==> src/rtl/cla_addsub_pipe.sv <==
// Three-stage pipelined carry-lookahead adder/subtractor.
//
// Stage 1 captures per-bit propagate/generate of a and the conditioned b operand.
// Stage 2 reduces 4-bit groups to group P/G and resolves every group carry-in.
// Stage 3 ripples inside each group from its carry-in, then registers the sum and flags.
// The whole pipe advances on one global enable, so a stalled output freezes every stage.
//
// Ports:
//   clk, rst_n          clock, asynchronous active-low reset
//   in_valid, in_ready  operand handshake (in_ready = pipeline enable)
//   a, b, sub, c_in     operands; sub=1 gives a-b-c_in, sub=0 gives a+b+c_in
//   out_valid, out_ready  result handshake
//   s, c_out, ovf, zero registered sum, carry out (no-borrow for sub), signed overflow, s==0
module cla_addsub_pipe #(
  parameter int unsigned WIDTH = 16,
  parameter int unsigned GROUP = 4
) (
  input  logic             clk,
  input  logic             rst_n,
  input  logic             in_valid,
  output logic             in_ready,
  input  logic [WIDTH-1:0] a,
  input  logic [WIDTH-1:0] b,
  input  logic             sub,
  input  logic             c_in,
  output logic             out_valid,
  input  logic             out_ready,
  output logic [WIDTH-1:0] s,
  output logic             c_out,
  output logic             ovf,
  output logic             zero
);

  localparam int unsigned NGRP = WIDTH / GROUP;

  if (GROUP != 4 || (WIDTH % 4) != 0 || WIDTH < 8) begin : g_cfg_err
    $error("cla_addsub_pipe: GROUP must be 4 and WIDTH a multiple of 4, at least 8");
  end

  logic en;

  // Stage 1 state
  logic             v1_q;
  logic [WIDTH-1:0] p1_q, g1_q;
  logic             c0_1_q, a_msb1_q, b_msb1_q;

  // Stage 2 state; cg2_q[NGRP] is the lookahead carry out of the top group
  logic             v2_q;
  logic [WIDTH-1:0] p2_q, g2_q;
  logic [NGRP:0]    cg2_q;
  logic             a_msb2_q, b_msb2_q;

  // Stage 3 (output) state
  logic             v3_q;
  logic [WIDTH-1:0] s_q;
  logic             c_out_q, ovf_q, zero_q;

  // Combinational
  logic [WIDTH-1:0] b_eff;
  logic             c0;
  logic [NGRP-1:0]  pg, gg;
  logic [NGRP:0]    cg;
  logic [WIDTH-1:0] sum;

  assign en       = out_ready | ~v3_q;
  assign in_ready = en;

  // Subtraction is a + ~b + 1 - borrow_in, so the carry seed is c_in inverted when sub=1.
  always_comb begin
    b_eff = b ^ {WIDTH{sub}};
    c0    = c_in ^ sub;
  end

  // Group propagate/generate and the cross-group carry lookahead.
  always_comb begin
    pg = '0;
    gg = '0;
    cg = '0;
    for (int k = 0; k < int'(NGRP); k++) begin
      pg[k] = &p1_q[k*GROUP +: GROUP];
      gg[k] = g1_q[k*GROUP+3]
            | (p1_q[k*GROUP+3] & g1_q[k*GROUP+2])
            | (p1_q[k*GROUP+3] & p1_q[k*GROUP+2] & g1_q[k*GROUP+1])
            | (p1_q[k*GROUP+3] & p1_q[k*GROUP+2] & p1_q[k*GROUP+1] & g1_q[k*GROUP]);
    end
    cg[0] = c0_1_q;
    for (int k = 0; k < int'(NGRP); k++) begin
      cg[k+1] = gg[k] | (pg[k] & cg[k]);
    end
  end

  // Intra-group ripple seeded by each group's resolved carry-in.
  always_comb begin
    logic c;
    sum = '0;
    c   = 1'b0;
    for (int k = 0; k < int'(NGRP); k++) begin
      c = cg2_q[k];
      for (int j = 0; j < int'(GROUP); j++) begin
        sum[k*GROUP+j] = p2_q[k*GROUP+j] ^ c;
        c = g2_q[k*GROUP+j] | (p2_q[k*GROUP+j] & c);
      end
    end
  end

  always_ff @(posedge clk or negedge rst_n) begin
    if (!rst_n) begin
      v1_q     <= 1'b0;
      p1_q     <= '0;
      g1_q     <= '0;
      c0_1_q   <= 1'b0;
      a_msb1_q <= 1'b0;
      b_msb1_q <= 1'b0;
      v2_q     <= 1'b0;
      p2_q     <= '0;
      g2_q     <= '0;
      cg2_q    <= '0;
      a_msb2_q <= 1'b0;
      b_msb2_q <= 1'b0;
      v3_q     <= 1'b0;
      s_q      <= '0;
      c_out_q  <= 1'b0;
      ovf_q    <= 1'b0;
      zero_q   <= 1'b0;
    end else if (en) begin
      v1_q     <= in_valid;
      p1_q     <= a ^ b_eff;
      g1_q     <= a & b_eff;
      c0_1_q   <= c0;
      a_msb1_q <= a[WIDTH-1];
      b_msb1_q <= b_eff[WIDTH-1];

      v2_q     <= v1_q;
      p2_q     <= p1_q;
      g2_q     <= g1_q;
      cg2_q    <= cg;
      a_msb2_q <= a_msb1_q;
      b_msb2_q <= b_msb1_q;

      v3_q     <= v2_q;
      s_q      <= sum;
      c_out_q  <= cg2_q[NGRP];
      // Same-sign operands producing an opposite-sign result; equals carry-in ^ carry-out
      // of the MSB.
      ovf_q    <= ~(a_msb2_q ^ b_msb2_q) & (sum[WIDTH-1] ^ a_msb2_q);
      zero_q   <= ~|sum;
    end
  end

  assign out_valid = v3_q;
  assign s         = s_q;
  assign c_out     = c_out_q;
  assign ovf       = ovf_q;
  assign zero      = zero_q;

endmodule

==> config.mk <==
export PLATFORM = sky130hd
export DESIGN_NAME = cla_addsub_pipe
export DESIGN_NICKNAME = d
export VERILOG_FILES = /design/src/rtl/cla_addsub_pipe.sv
export SDC_FILE = /design/constraint.sdc
export NUM_CORES = 1
export LEC_CHECK = 0
export CAP_MARGIN = 0
export CORE_MARGIN = 8
export CORE_UTILIZATION = 50
export DETAILED_ROUTE_END_ITERATION = 10
export PLACE_DENSITY = 0.79
export SYNTH_ARGS = -nofsm -noshare
export SYNTH_HDL_FRONTEND = slang
export SYNTH_SLANG_ARGS = --single-unit
export TNS_END_PERCENT = 100
==> constraint.sdc <==
create_clock -name clk -period 2.4 [get_ports clk]
set_input_delay 0.48 -clock clk [delete_from_list [all_inputs] [get_ports clk]]
set_output_delay 0.48 -clock clk [all_outputs]
set_load 0.1 [all_outputs]
== After elaboration in Yosys (flattened, before gate mapping) ==
Cells that the tools add are included.
W data, S select, Z words.

* Bits in writable memories: 0
* Output and inout bits: 21
* Bits in registers: 95
* Memory bits (read-only): 0
* Word-level logic and storage cells: 113
* Memories: 0
* Bits in latches: 0
* Input bits: 38

* Bitwise operators: 90
* Eq/ne operators: 0
* Divide/modulo/power cells: 0
* Shift operators: 0
* Reductions and logical operators: 6
* $lt $le $gt $ge: 0
* Muxes and demuxes: 0
* Multiply operators: 0
* Add/sub/neg operators: 0

{| class="wikitable"
|+ Operator list
! cell !! count
|-
| $and A1 B1 Y1 || 37
|-
| $xor A16 B16 Y16 || 2
|-
| $or A1 B1 Y1 || 29
|-
| $xor A1 B1 Y1 || 19
|-
| $and A16 B16 Y16 || 1
|-
| $reduce_and A4 Y1 || 4
|-
| $reduce_or A16 Y1 || 1
|-
| $not A1 Y1 || 2
|-
| $logic_not A1 Y1 || 1
|}

== Depth between registers and ports, before layout ==
* Depth in word-level cells: 11
* Gate-level depth with buffers: 9
* Gate-level depth less buffers: 9

== Least setup slack after synthesis ==
OpenSTA, ideal clock, no wires.

* Kind: flip-flop to output port
* From: register v3_q, in the netlist out_valid
* To: output in_ready
* Cell stages (with the launch flop): 4
* Data required time: 1.920 ns
* Slack: -0.255 ns
* Arrival time: 2.175 ns
* Buffers on the path: 1
* Cell sequence: dfrtp_1 -> nor2b_1 -> inv_2 -> clkbuf_1

* Word-level cells in the longest chain between the ends: 2

{| class="wikitable"
|+ RTL lines
! what !! line !! RTL
|-
| from (decl) || 54 || <nowiki>logic v3_q;</nowiki>
|-
| from (signal assigned) || 140 || <nowiki>v3_q <= v2_q;</nowiki>
|-
| $not A1 Y1 || 65 || <nowiki>assign en = out_ready | ~v3_q;</nowiki>
|-
| $or A1 B1 Y1 || 65 ||
|-
| to (decl) || 21 || <nowiki>output logic in_ready,</nowiki>
|}

No other way between the ends.

== Final worst setup path ==
* From: register p2_q[0]
* To: register zero_q, in the netlist zero

* Elaborated cells on any way between the ends: 12
* Those cells by class: bitwise (10); reduce/logical (2)

{| class="wikitable"
|+ RTL lines
! what !! line !! RTL
|-
| from (decl) || 49 || <nowiki>logic [WIDTH-1:0] p2_q, g2_q;</nowiki>
|-
| from (signal assigned) || 134 || <nowiki>p2_q <= p1_q;</nowiki>
|-
| $and A1 B1 Y1 || 101 || <nowiki>c = g2_q[k*GROUP+j] | (p2_q[k*GROUP+j] & c);</nowiki>
|-
| $or A1 B1 Y1 || 101 ||
|-
| $and A1 B1 Y1 || 101 ||
|-
| $or A1 B1 Y1 || 101 ||
|-
| $xor A1 B1 Y1 || 100 || <nowiki>sum[k*GROUP+j] = p2_q[k*GROUP+j] ^ c;</nowiki>
|-
| via sum[2] || 63 || <nowiki>logic [WIDTH-1:0] sum;</nowiki>
|-
| $reduce_or A16 Y1 || 146 || <nowiki>zero_q <= ~|sum;</nowiki>
|-
| $logic_not A1 Y1 || 146 ||
|-
| to (signal assigned) || 146 ||
|-
| to (decl) || 56 || <nowiki>logic c_out_q, ovf_q, zero_q;</nowiki>
|}

The timed path passes the listed nets, and every way through them passes these cells.
A chain may end at the register's enable or synchronous reset.

==> results.py <==
metrics = {
    "finish": {
        "fin_util_pct": 62.9,
        "nets": 591,
        "stdcell_area_um2": 5140,
        "drive_above_1_share_pct": 13.4,
        "area_growth_pct": 22.7,
        "fillers": 657,
        "antenna_cells": 0,
    },
    "grt": {
        "grt_use_total_pct": 16.0,
        "grt_pass1_vias": 3145,
        "overflow": 0,
        "antenna_found_initial": 0,
        "grt_pass1_wl_mm": 14.8,
        "grt_max_degree": 60,
    },
    "route": {
        "wl_met3_um": 313,
        "via_count": 3216,
        "ant_nets": 0,
        "wl_per_cell_um": 13.8,
        "route.detailed.drc": 0,
        "first_pass_iters": 4,
        "via_per_inst": 5.06,
        "drt_iter0_drc": 150,
        "wl_met1_mm": 3.96,
        "met2_length_mm": 4.28,
        "routed_wl_mm": 8.76,
        "top_layer_used": "met4",
    },
    "cts": {
        "cts_buffer_depth": 2,
        "clk_pin_slew_ns": 0.09,
        "clk-insertion-delay-late_ns": 0.36,
        "cts_buffers": 9,
        "holdBufCountCts": 0,
        "cts_tree": "yes",
        "clock-sinks": 92,
        "htree_levels": 3,
        "cts_root_buf": "clkbuf_8",
    },
    "sta": {
        "max_freq_ghz": 0.440,
        "hold_viol_final": 0,
        "whs_ns": 0.00816,
        "max_slew.worst_pin.slew_ns": 0.580,
        "post-route-min-period_ns": 2.27,
        "finalSetupViolCount": 0,
        "max-slew-margin-rel_pct": 60.3,
        "setup_ws_ns": 0.129,
        "drv_slew": 0,
        "fin_skew_ns": 0.00617,
        "min_period_over_period_pct": 94.6,
    },
    "synth": {
        "synth_edf_count": 0,
        "synth.net_count": 531,
        "ys_ff_latch": 92,
        "ys_types": 31,
        "ys_seq_area_share_pct": 54.9,
        "ys_warn_count": 0,
        "netlist_area_um2": 4190,
        "ys.flop_type": "dfrtp_1",
        "synthArstFlopShare_pct": 100,
        "synth_cells": 465,
        "avgSynthCellArea_um2": 9.01,
    },
    "setup_path": {
        "crit_type": "reg2reg",
        "worstPathArrival_ns": 2.54,
        "crit_path_max_fanout": 2,
        "rr_worst_depth": 8,
        "cp_data_required_time_ns": 2.67,
        "endpoint_kind": "flop",
        "startpoint_type": "flop",
        "r2r-end": "zero",
        "rr_startpoint": "p2_q[0]",
        "reg2reg_slack_ns": 0.13,
    },
    "power": {
        "p_leak_nw": 2.69,
        "intPower_mw": 3.53,
        "clkPwrFrac_pct": 15.5,
        "sw_frac_of_total_pct": 47.0,
        "ir_drop_mv": 0.550,
        "powerDensity_nw_per_um2": 1290,
        "seqPwrFrac_pct": 37.0,
        "p_sw_mw": 3.13,
        "power_frac_comb_pct": 47.5,
        "p_total_mw": 6.65,
    },
    "place": {
        "dpl_worst_slack_ns": 0.0780,
        "finalWeightedCongestion": 0.778,
        "hpwl_mm": 6.33,
        "place_area_um2": 4860,
        "io_buffers": 58,
    },
    "flow_run": {
        "cap_violations": 0,
    },
    "worst_hold_path": {
        "hp-class": "in2async",
    },
    "die": {
        "die_x_um": 108,
        "start_util_pct": 51.3,
        "core-area_um2": 8180,
        "io-pin-count": 59,
        "die_h_um": 108,
        "core.rowCount": 33,
        "dieArea_um2": 11600,
    },
    "status": {
        "status": "finished, final reports clean",
    },
}
-- cell usage after synthesis, types with 2 or more instances --
cell type  count  share of area (%)
nor2_1        14                1.3
o21ai_0        7               0.84
dfrtp_1       92                 55
xor2_1        20                4.2
clkbuf_1      10               0.90
ha_1          28                8.4
nand3_1        3               0.36
or2_2          8                1.2
nand2_1      242                 22
a31oi_1        4               0.60
a21oi_1        4               0.48
nor4_1         3               0.45
buf_2         11                1.3
nand4_1        2               0.30
-- registers in the layout (all words and copies together), names as in the netlist --
name	flops
zero	1
b_msb2_q	1
c_out	1
ovf	1
a_msb2_q	1
cg2_q	5
p2_q	16
out_valid	1
v1_q	1
c0_1_q	1
p1_q	16
v2_q	1
s	16
a_msb1_q	1
b_msb1_q	1
g1_q	16
g2_q	12
-- area by class of cell --
class	count	area (um^2)	share of cell area, %
sequential	92	2300	44.8
multi-input combinational	350	1850	35.9
clock buffer	10	138	2.68
tap	105	131	2.56
clock inverter	6	63.8	1.24
timing repair buffer	70	653	12.7
inverter	2	7.51	0.146
-- worst max-delay path by stage --
stage                          from       end  slack [ns]  cells after the start
final                       p2_q[0]      zero        0.13                      8
after global routing        p2_q[8]      zero       -0.05                      9
after CTS                   p2_q[0]      zero        0.05                      8
after detailed placement    p2_q[0]      zero        0.08                      8
after global placement     p2_q[12]      zero        0.18                      9
after floorplan           out_valid  in_ready        0.17                      3
-- timing repair --
| action | CTS | global route |
|---|---|---|
| endpoints found under the setup margin | 0 | 2 |
| gates resized for setup | 0 | 11 |
| buffers inserted | 0 | 4 |
-- cell families (layout without fill, tap and decap cells) --
group	count (synthesis)	count (layout)	share of synthesized area, %
AO/OA/AOI/OAI	25	25	4.09
flip-flops	92	92	54.9
buffers and inverters	23	88	2.39
XOR/XNOR	21	21	4.39
AND/OR/NAND/NOR	276	276	25.8
adder cells (fa/ha/maj)	28	28	8.36
-- per-stage QoR --
| stage | cells | TNS (ns) |
|---|---|---|
| finish | 635 | 0 |
| global route | 635 | -0.0477 |
| CTS | 631 | 0 |
| detailed placement | 615 | 0 |
| global placement | 615 | 0 |
| floorplan | 465 | 0 |
-- per-layer routing --
metal  up-vias  global-route usage [%]
li1       1596                       -
met1      1542                    20.5
met2        61                    25.4
met3        17                    2.93
met4         0                    8.23
met5         -                       0
-- worst max-delay path: stages (launching register included) --
cell     delay (ns)
dfrtp_1        0.39
ha_1           0.19
or2_2          0.27
ha_1           0.17
or2_2          0.28
ha_1           0.32
nor4_2         0.24
nand3_1        0.11
o31ai_1        0.21
-- cell usage in the layout (no fill, tap or decap), drive strengths merged --
cell type      instances
a2111oi                1
a211o                  1
a211oi                 1
a21o                   1
a21oi                  5
a221oi                 1
a31oi                  4
and3                   1
buf                   34
bufinv                 1
clkbuf                10
clkdlybuf4s50         36
clkinv                 3
clkinvlp               2
dfrtp                 92
ha                    28
inv                    2
nand2                242
nand2b                 1
nand3                  3
nand4                  2
nor2                  14
nor2b                  1
nor4                   3
o211ai                 1
o21ai                  7
o22ai                  1
o2bb2ai                1
o31ai                  1
or2                    8
or3                    1
xnor2                  1
xor2                  20
-- power groups by stage --
| stage | clock network (mW) | logic [mW] | registers, mW |
|---|---|---|---|
| 2_1_floorplan | 0 | 1.12 | 3.53 |
| 3_3_place_gp | 0 | 2.94 | 2.45 |
| 3_5_place_dp | 0 | 2.98 | 2.48 |
| 4_1_cts | 1.05 | 3.01 | 2.45 |
| 5_1_grt | 1.12 | 3.42 | 2.53 |
| 6_report | 1.03 | 3.16 | 2.46 |
(Power assumes the default switching activity.)
